`src/rtl/iddmm_result_sel.sv`:
```
// iddmm_result_sel: read side of the iddmm_cal result FIFOs.
// After each cal_done it pops N word pairs from the "a" and "sub" FIFOs in
// lockstep. For each pair it keeps the word chosen by the latched sign and
// streams the kept words out least-significant first over valid/ready.
module iddmm_result_sel #(
  parameter int K      = 256,
  parameter int N      = 16,
  parameter int ADDR_W = (N > 1) ? $clog2(N) : 1
) (
  input  logic              clk,
  input  logic              rst_n,
  input  logic              cal_done,
  input  logic              cal_sign,
  input  logic              fifo_empty_a,
  output logic              fifo_rd_en_a,
  input  logic [K-1:0]      fifo_rd_data_a,
  input  logic              fifo_empty_sub,
  output logic              fifo_rd_en_sub,
  input  logic [K-1:0]      fifo_rd_data_sub,
  output logic              o_valid,
  input  logic              o_ready,
  output logic [K-1:0]      o_data,
  output logic [ADDR_W-1:0] o_idx,
  output logic              o_last,
  output logic              o_busy,
  output logic              o_err
);

  localparam int                CNT_W    = $clog2(N + 1);
  localparam logic [CNT_W-1:0]  LAST_POP = CNT_W'(N - 1);
  localparam logic [ADDR_W-1:0] LAST_IDX = ADDR_W'(N - 1);

  typedef enum logic [1:0] {
    S_IDLE,
    S_RUN,
    S_DRAIN
  } state_e;

  state_e            state_q;
  logic              sign_q;
  logic [CNT_W-1:0]  rd_cnt_q;
  logic              err_q;

  logic              inflight_q;
  logic [1:0]        occ_q, occ_d;
  logic              hd_q;
  logic [K-1:0]      buf_q [2];
  logic [ADDR_W-1:0] idx_q, idx_d;

  logic              pop;
  logic              xfer;
  logic              wr_ptr;

  assign o_valid        = (occ_q != 2'd0);
  assign xfer           = o_valid & o_ready;
  assign o_data         = o_valid ? buf_q[hd_q] : '0;
  assign o_idx          = idx_q;
  assign o_last         = o_valid & (idx_q == LAST_IDX);
  assign o_busy         = (state_q != S_IDLE);
  assign o_err          = err_q;
  assign fifo_rd_en_a   = pop;
  assign fifo_rd_en_sub = pop;
  // The in-flight word always lands in the slot just behind the current contents.
  assign wr_ptr         = hd_q ^ occ_q[0];

  // Pop decision and next buffer occupancy/index.
  // NOTE: every variable assigned in this block gets a default at the top, so no latch can form.
  always_comb begin
    pop   = 1'b0;
    occ_d = occ_q + {1'b0, inflight_q} - {1'b0, xfer};
    idx_d = idx_q;
    // A word leaving this cycle frees its slot, so counting the occupancy net of
    // the transfer keeps a 1 word/cycle stream while never overfilling 2 slots.
    if ((state_q == S_RUN) && !fifo_empty_a && !fifo_empty_sub && (occ_d < 2'd2)) begin
      pop = 1'b1;
    end
    if (xfer) begin
      idx_d = (idx_q == LAST_IDX) ? '0 : idx_q + ADDR_W'(1);
    end
  end

  // Result sequencing: latch sign, count pops, wait for the buffer to drain.
  // NOTE: state registers use non-blocking assignments so every flop samples pre-edge values.
  always_ff @(posedge clk or negedge rst_n) begin
    if (!rst_n) begin
      state_q  <= S_IDLE;
      sign_q   <= 1'b0;
      rd_cnt_q <= '0;
      err_q    <= 1'b0;
    end else begin
      if (cal_done && (state_q != S_IDLE)) begin
        err_q <= 1'b1;
      end
      case (state_q)
        S_IDLE: begin
          if (cal_done) begin
            sign_q   <= cal_sign;
            rd_cnt_q <= '0;
            state_q  <= S_RUN;
          end
        end
        S_RUN: begin
          if (pop) begin
            rd_cnt_q <= rd_cnt_q + CNT_W'(1);
            if (rd_cnt_q == LAST_POP) begin
              state_q <= S_DRAIN;
            end
          end
        end
        S_DRAIN: begin
          if ((occ_q == 2'd0) && !inflight_q) begin
            state_q <= S_IDLE;
          end
        end
        default: state_q <= S_IDLE;
      endcase
    end
  end

  // Skid buffer control: in-flight flag, occupancy, head pointer, output index.
  always_ff @(posedge clk or negedge rst_n) begin
    if (!rst_n) begin
      inflight_q <= 1'b0;
      occ_q      <= 2'd0;
      hd_q       <= 1'b0;
      idx_q      <= '0;
    end else begin
      inflight_q <= pop;
      occ_q      <= occ_d;
      idx_q      <= idx_d;
      if (xfer) begin
        hd_q <= ~hd_q;
      end
    end
  end

  // Skid buffer storage: capture the selected word the cycle after a pop.
  // NOTE: storage is deliberately not reset; o_data is forced to 0 whenever o_valid is low.
  always_ff @(posedge clk) begin
    if (inflight_q) begin
      buf_q[wr_ptr] <= sign_q ? fifo_rd_data_sub : fifo_rd_data_a;
    end
  end

endmodule

```
`config.mk`:
```
export PLATFORM = sky130hd
export DESIGN_NAME = iddmm_result_sel
export DESIGN_NICKNAME = d
export VERILOG_FILES = /design/src/rtl/iddmm_result_sel.sv
export SDC_FILE = /design/constraint.sdc
export NUM_CORES = 1
export LEC_CHECK = 0
export BUFFER_PORTS_ARGS = -buffer_cell sky130_fd_sc_hd__buf_4
export CAP_MARGIN = 10
export CORE_AREA = 2 2 307 309
export DETAILED_ROUTE_END_ITERATION = 8
export DIE_AREA = 0 0 309 311
export SYNTH_ARGS = -nofsm -noshare
export SYNTH_HDL_FRONTEND = slang
export SYNTH_SLANG_ARGS = --single-unit
```
`constraint.sdc`:
```
create_clock -name clk -period 38.6 [get_ports clk]
set_input_delay 11.58 -clock clk [delete_from_list [all_inputs] [get_ports clk]]
set_output_delay 11.58 -clock clk [all_outputs]
set_load 0.01 [all_outputs]
```
; Word-level counts from Yosys, hierarchy flattened
; Memories as Yosys holds them, arrays and structs flattened.
; Index checks and enable logic that the tools add are counted.
[classes]
n_reduce_logical = 16
n_mux = 14
n_addsub = 4
order_cmp = 1
n_eq_ne = 8
bitwise_logic = 4
[ops]
columns = operator, count
row1 = 2-to-1 mux 256 bit, 2
row2 = 2-to-1 mux 5 bit, 2
row3 = one-hot mux 5 bit (2 select lines), 1
row4 = 2-to-1 mux 2 bit, 4
row5 = "!= test 2 bit, second input constant", 3
row6 = one-hot mux 2 bit (3 select lines), 1
row7 = nonzero test 2 bit, 3
row8 = "adder 5 x 1 -> 5 bit, second input constant", 1
row9 = "equality test 5 x 4 -> 1 bit, second input constant", 1
row10 = logical AND 1 bit, 5
row11 = "adder 4 x 1 -> 4 bit, second input constant", 1
row12 = "equality test 4 bit, second input constant", 1
row13 = zero test 2 bit, 2
row14 = 2-to-1 mux 4 bit, 1
row15 = AND reduction 4 bit, 1
row16 = zero test 1 bit, 3
row17 = 2-to-1 mux 1 bit, 3
row18 = AND reduction 3 bit, 1
row19 = adder 2 x 1 -> 2 bit, 1
row20 = AND 1 bit, 2
row21 = "equality test 2 x 1 -> 1 bit, second input constant", 1
row22 = "equality test 2 bit, second input constant", 1
row23 = "less-than comparator 2 bit, second input constant", 1
row24 = "!= test 2 x 1 -> 1 bit, second input constant", 1
row25 = 4 further kinds, 4
[totals]
n_memories = 1
output_inout_bits = 266
register_bits = 17
elab_cells = 56
inputBits = 519
ramBits = 512
[mem_list]
columns = name, words, width, read_ports, rd_ports_with_merged_regs, write_ports, line
row1 = buf_q, 2, 256, 1, 0, 1, 47  ; logic [K-1:0] buf_q [2];

; Logic depth before layout (Yosys ltp)
[logic_depth]
ltp_word = 8
mapped_depth = 9
depth_no_buf = 9

; Least setup slack after synthesis
; No wires, ideal clock.
[synth_timing]
path_type = in2out
start = input o_ready
end = output fifo_rd_en_sub
setup_slack_ns = 13.794
path_buffers = 1
t_arrival_ns = 13.226
required_time_ns = 27.020
stages = 9
cell_sequence = o21ai_0 inv_1 ha_1 inv_1 ha_1 xor3_1 or2_2 inv_1 buf_4
[synth_between]
elab_chain_cells = 5
[synth_lines]
columns = element, line
row1 = start: declaration, 21  ; input logic o_ready,
row2 = AND 1 bit, 55  ; assign xfer = o_valid & o_ready;
row3 = net xfer, 51  ; logic xfer;
row4 = subtractor 2 x 1 -> 2 bit, 70  ; occ_d = occ_q + {1'b0, inflight_q} - {1'b0, xfer};
row5 = net occ_d[1], 45  ; logic [1:0] occ_q, occ_d;
row6 = less-than comparator 2 bit, 74  ; if ((state_q == S_RUN) && !fifo_empty_a && !fifo_empty_sub && (occ_d < 2'd2)) begin
row7 = logical AND 1 bit, 74
row8 = 2-to-1 mux 1 bit, 74
row9 = end: declaration, 18  ; output logic fifo_rd_en_sub,
; The timed path passes the listed nets, and every way through them passes these cells.

; Worst setup path in the final report
[layout_timing]
start = input o_ready
end = output fifo_rd_en_a
[layout_between]
elab_chain_cells = 5
[layout_lines]
columns = element, line
row1 = AND 1 bit, 55
row2 = net xfer, 51
row3 = subtractor 2 x 1 -> 2 bit, 70
row4 = net occ_d[1], 45
row5 = less-than comparator 2 bit, 74
row6 = logical AND 1 bit, 74
row7 = 2-to-1 mux 1 bit, 74
row8 = end: declaration, 15  ; output logic fifo_rd_en_a,
; The timed path passes the listed nets, and every way through them passes these cells.

==> results_dict.tcl <==
set metrics [dict create \
    status "finished clean" \
    cts-root-buf "clkbuf_16" \
    worst_path_max_delay_cell "or2_2" \
    drive_gt1_share_pct 51.0 \
    antenna_found_initial 2 \
    cts_sinks 529 \
    dp.cells 3414 \
    wirelength_mm 62.0 \
    irDropWorstVdd_uv 36.4 \
    worstPathCellList "buf_4 > o21ai_0 > inv_1 > ha_1 > inv_1 > ha_1 > xor3_1 > or2_2 > inv_1 > buf_4" \
    first_pass_iters 4 \
    layout.cells.non_filler 3522 \
    std_cell_rows 112 \
    finalHoldViolCount 0 \
    rsz0062_at_grt "false" \
    wl_per_cell_um 17.6 \
    synth_top_area_share_pct 66.8 \
    fin_crit_sh_pct 65.2 \
    critical_path_peak_fanout 7 \
    pre_cts_ws_ps 13430 \
    ctsHtreeMaxLevel 2 \
    dieArea_um2 96100 \
    ff_latch_area_um2 15800 \
    die_width_um 309 \
    netlist_top_cells_area "edfxtp_1 67%, mux2_2 13%, mux2i_1 11%" \
    synth_ff_type "edfxtp_1" \
    ys_seq_elements 529 \
    fin_skew_ps 27.7 \
    ant_nets 0 \
    clk_pin_slew_ps 60 \
    gp_congestion 0.872 \
    grt_pass1_vias 15600 \
    ctsHoldBuffers 0 \
    areaGrowthSynthToFinish_pct 39.4 \
    post_cts_buffers 0 \
    timing.final.crit_period_ps 25160 \
    power.density_nw_per_um2 69.6 \
    yosys.area.top_type "edfxtp_1" \
    fin_ws_ps 13440 \
    p_leak_nw 12.9 \
    critPathRequiredTime_ps 27020 \
    vias 14600 \
    synth_edf_count 512 \
    start_kind "input pin" \
    max_freq_mhz 39.7 \
    dp_hpwl_mm 44.6 \
    drt_iter0_markers 516 \
    stdcell_area_um2 32100 \
    end_kind "primary output" \
    drcViolationCount 0 \
    multi_input_area_um2 6820 \
    syn_nets 1969 \
    dpl_cell_area_um2 30300 \
    yosys_warnings 0 \
    die_h_um 311 \
    maxCapViolCount 0 \
    worstMarginPinSlew_ps 1180 \
    avgSynthCellArea_um2 15.9 \
    cts_tree "built" \
    critPathKind "in -> out" \
    fillers 9039 \
    grt_max_degree 97 \
    clk_path_buf_depth 3 \
    synth_common_cells "512 x edfxtp_1, 260 x nor2_1, 258 x mux2_2" \
    coreArea_um2 92800 \
    netlist_instances 1445 \
    arrival_ps 13580 \
    initial_utilization_pct 24.8 \
    crit_buf_inv 5 \
    post-route-util_pct 34.6 \
    min_path_type "reg -> reg" \
    slew_violations 0 \
    cp_top_family "buffers and inverters" \
    synth_most_common_cell "edfxtp_1" \
    io_buffers 784 \
    cp_common_cell "inv_1" \
    diodes 0 \
    grt_overflow 0 \
    slew_headroom_pct 21.4 \
    cts_buffers 57 \
    grt_usage_pct 12.3 \
    final_nets 2743 \
    setup_viol 0 \
    timing.setup.tns_ps 0 \
    async_flop_share_pct 3.21 \
    grt_pass1_wl_mm 91.1 \
    clock_latency_ps 610 \
    viasPerCell 4.14 \
    synth.distinct_cells 32 \
    synth_seq_area_share_pct 68.6 \
    netlist_area_um2 23000 \
    ios 785 \
    critPathMaxStageDelay_ps 360 \
    cts-resized-gates 0 \
]
## routing by layer
metal,share of wire [%],vias up,GRT usage (%)
met1,38,7063,13.8
met5,0,-,0
met2,52,488,22.6
li1,-,6956,-
met3,7.1,86,3.04
met4,2.5,0,3.56
## cell families (layout without fill, tap and decap cells)
logic type	after synthesis	count (layout)	share of synthesized area [%]
AOI/OAI and AO/OA	18	18	0.527
xor gates and xnor gates	4	4	0.217
adders and majority gates	5	5	0.272
buffers and inverters	95	918	1.82
DFF	529	529	68.6
muxes	515	515	23.8
and+or+nand+nor	279	279	4.76
## power breakdown
part / internal, mW / switching [mW] / leakage, nW
clock: 0.309 / 0.219 / 0.901
sequential: 0.775 / 0.0369 / 4.85
combinational: 0.400 / 0.495 / 7.15
## registers in the layout, indices dropped and copies added (netlist names)
signal,count
state_q,2
occ_q,2
sign_q,1
hd_q,1
buf_q,512
inflight_q,1
o_idx,4
rd_cnt_q,5
o_err,1
## stage by stage
step           total power [mW]  hold WS [ps]
4_1_cts                    2.28           465
6_report                   2.23           460
5_1_grt                    2.36           472
3_3_place_gp               1.73           447
3_5_place_dp               1.74           450
2_1_floorplan              1.34           457
## area by class of cell
type / count / area share, %
well taps: 1254 / 4.89
clock inverters: 35 / 0.877
inverters: 7 / 0.0819
multi-input cells: 821 / 21.3
flip-flops and latches: 529 / 49.3
repair buffers: 803 / 18.8
clock buffers: 73 / 4.83
## layout by cell type, fill, tap and decap left out, types with 2 or more instances in the layout
cell | netlist | routed
a21o_1 | 2 | 2
buf_4 | 1 | 803
bufinv_16 | 0 | 4
clkbuf_1 | 39 | 12
clkbuf_16 | 0 | 59
clkbuf_8 | 0 | 2
clkinv_1 | 0 | 10
clkinv_2 | 0 | 15
clkinvlp_4 | 0 | 3
dfrtp_1 | 17 | 15
dfrtp_4 | 0 | 2
edfxtp_1 | 512 | 512
ha_1 | 5 | 5
inv_1 | 7 | 7
inv_6 | 0 | 3
mux2_2 | 258 | 258
mux2i_1 | 257 | 257
nand2_1 | 3 | 3
nand2b_1 | 3 | 3
nand3_1 | 4 | 4
nor2_1 | 260 | 259
o211ai_1 | 4 | 4
o21ai_0 | 5 | 5
o31ai_1 | 3 | 3
or2_2 | 2 | 2
xnor2_1 | 3 | 3
## path summary, 6_finish.rpt
kind / start / end / slack (ps) / cells past startpoint
max: o_ready / fifo_rd_en_a / 13440 / 10
min: o_err$_DFFE_PN0P_ / o_err$_DFFE_PN0P_ / 460 / 1
max reg2reg: hd_q$_DFFE_PN0P_ / buf_q[0][112]$_DFFE_PP_ / 34460 / 4
min reg2reg: o_err$_DFFE_PN0P_ / o_err$_DFFE_PN0P_ / 460 / 1
max in group asynchronous: rst_n / sign_q$_DFFE_PN0P_ / 27530 / 1
min in group asynchronous: rst_n / o_idx[2]$_DFFE_PN0P_ / 10850 / 1
No activity file was read; power rests on OpenSTA's default activity.
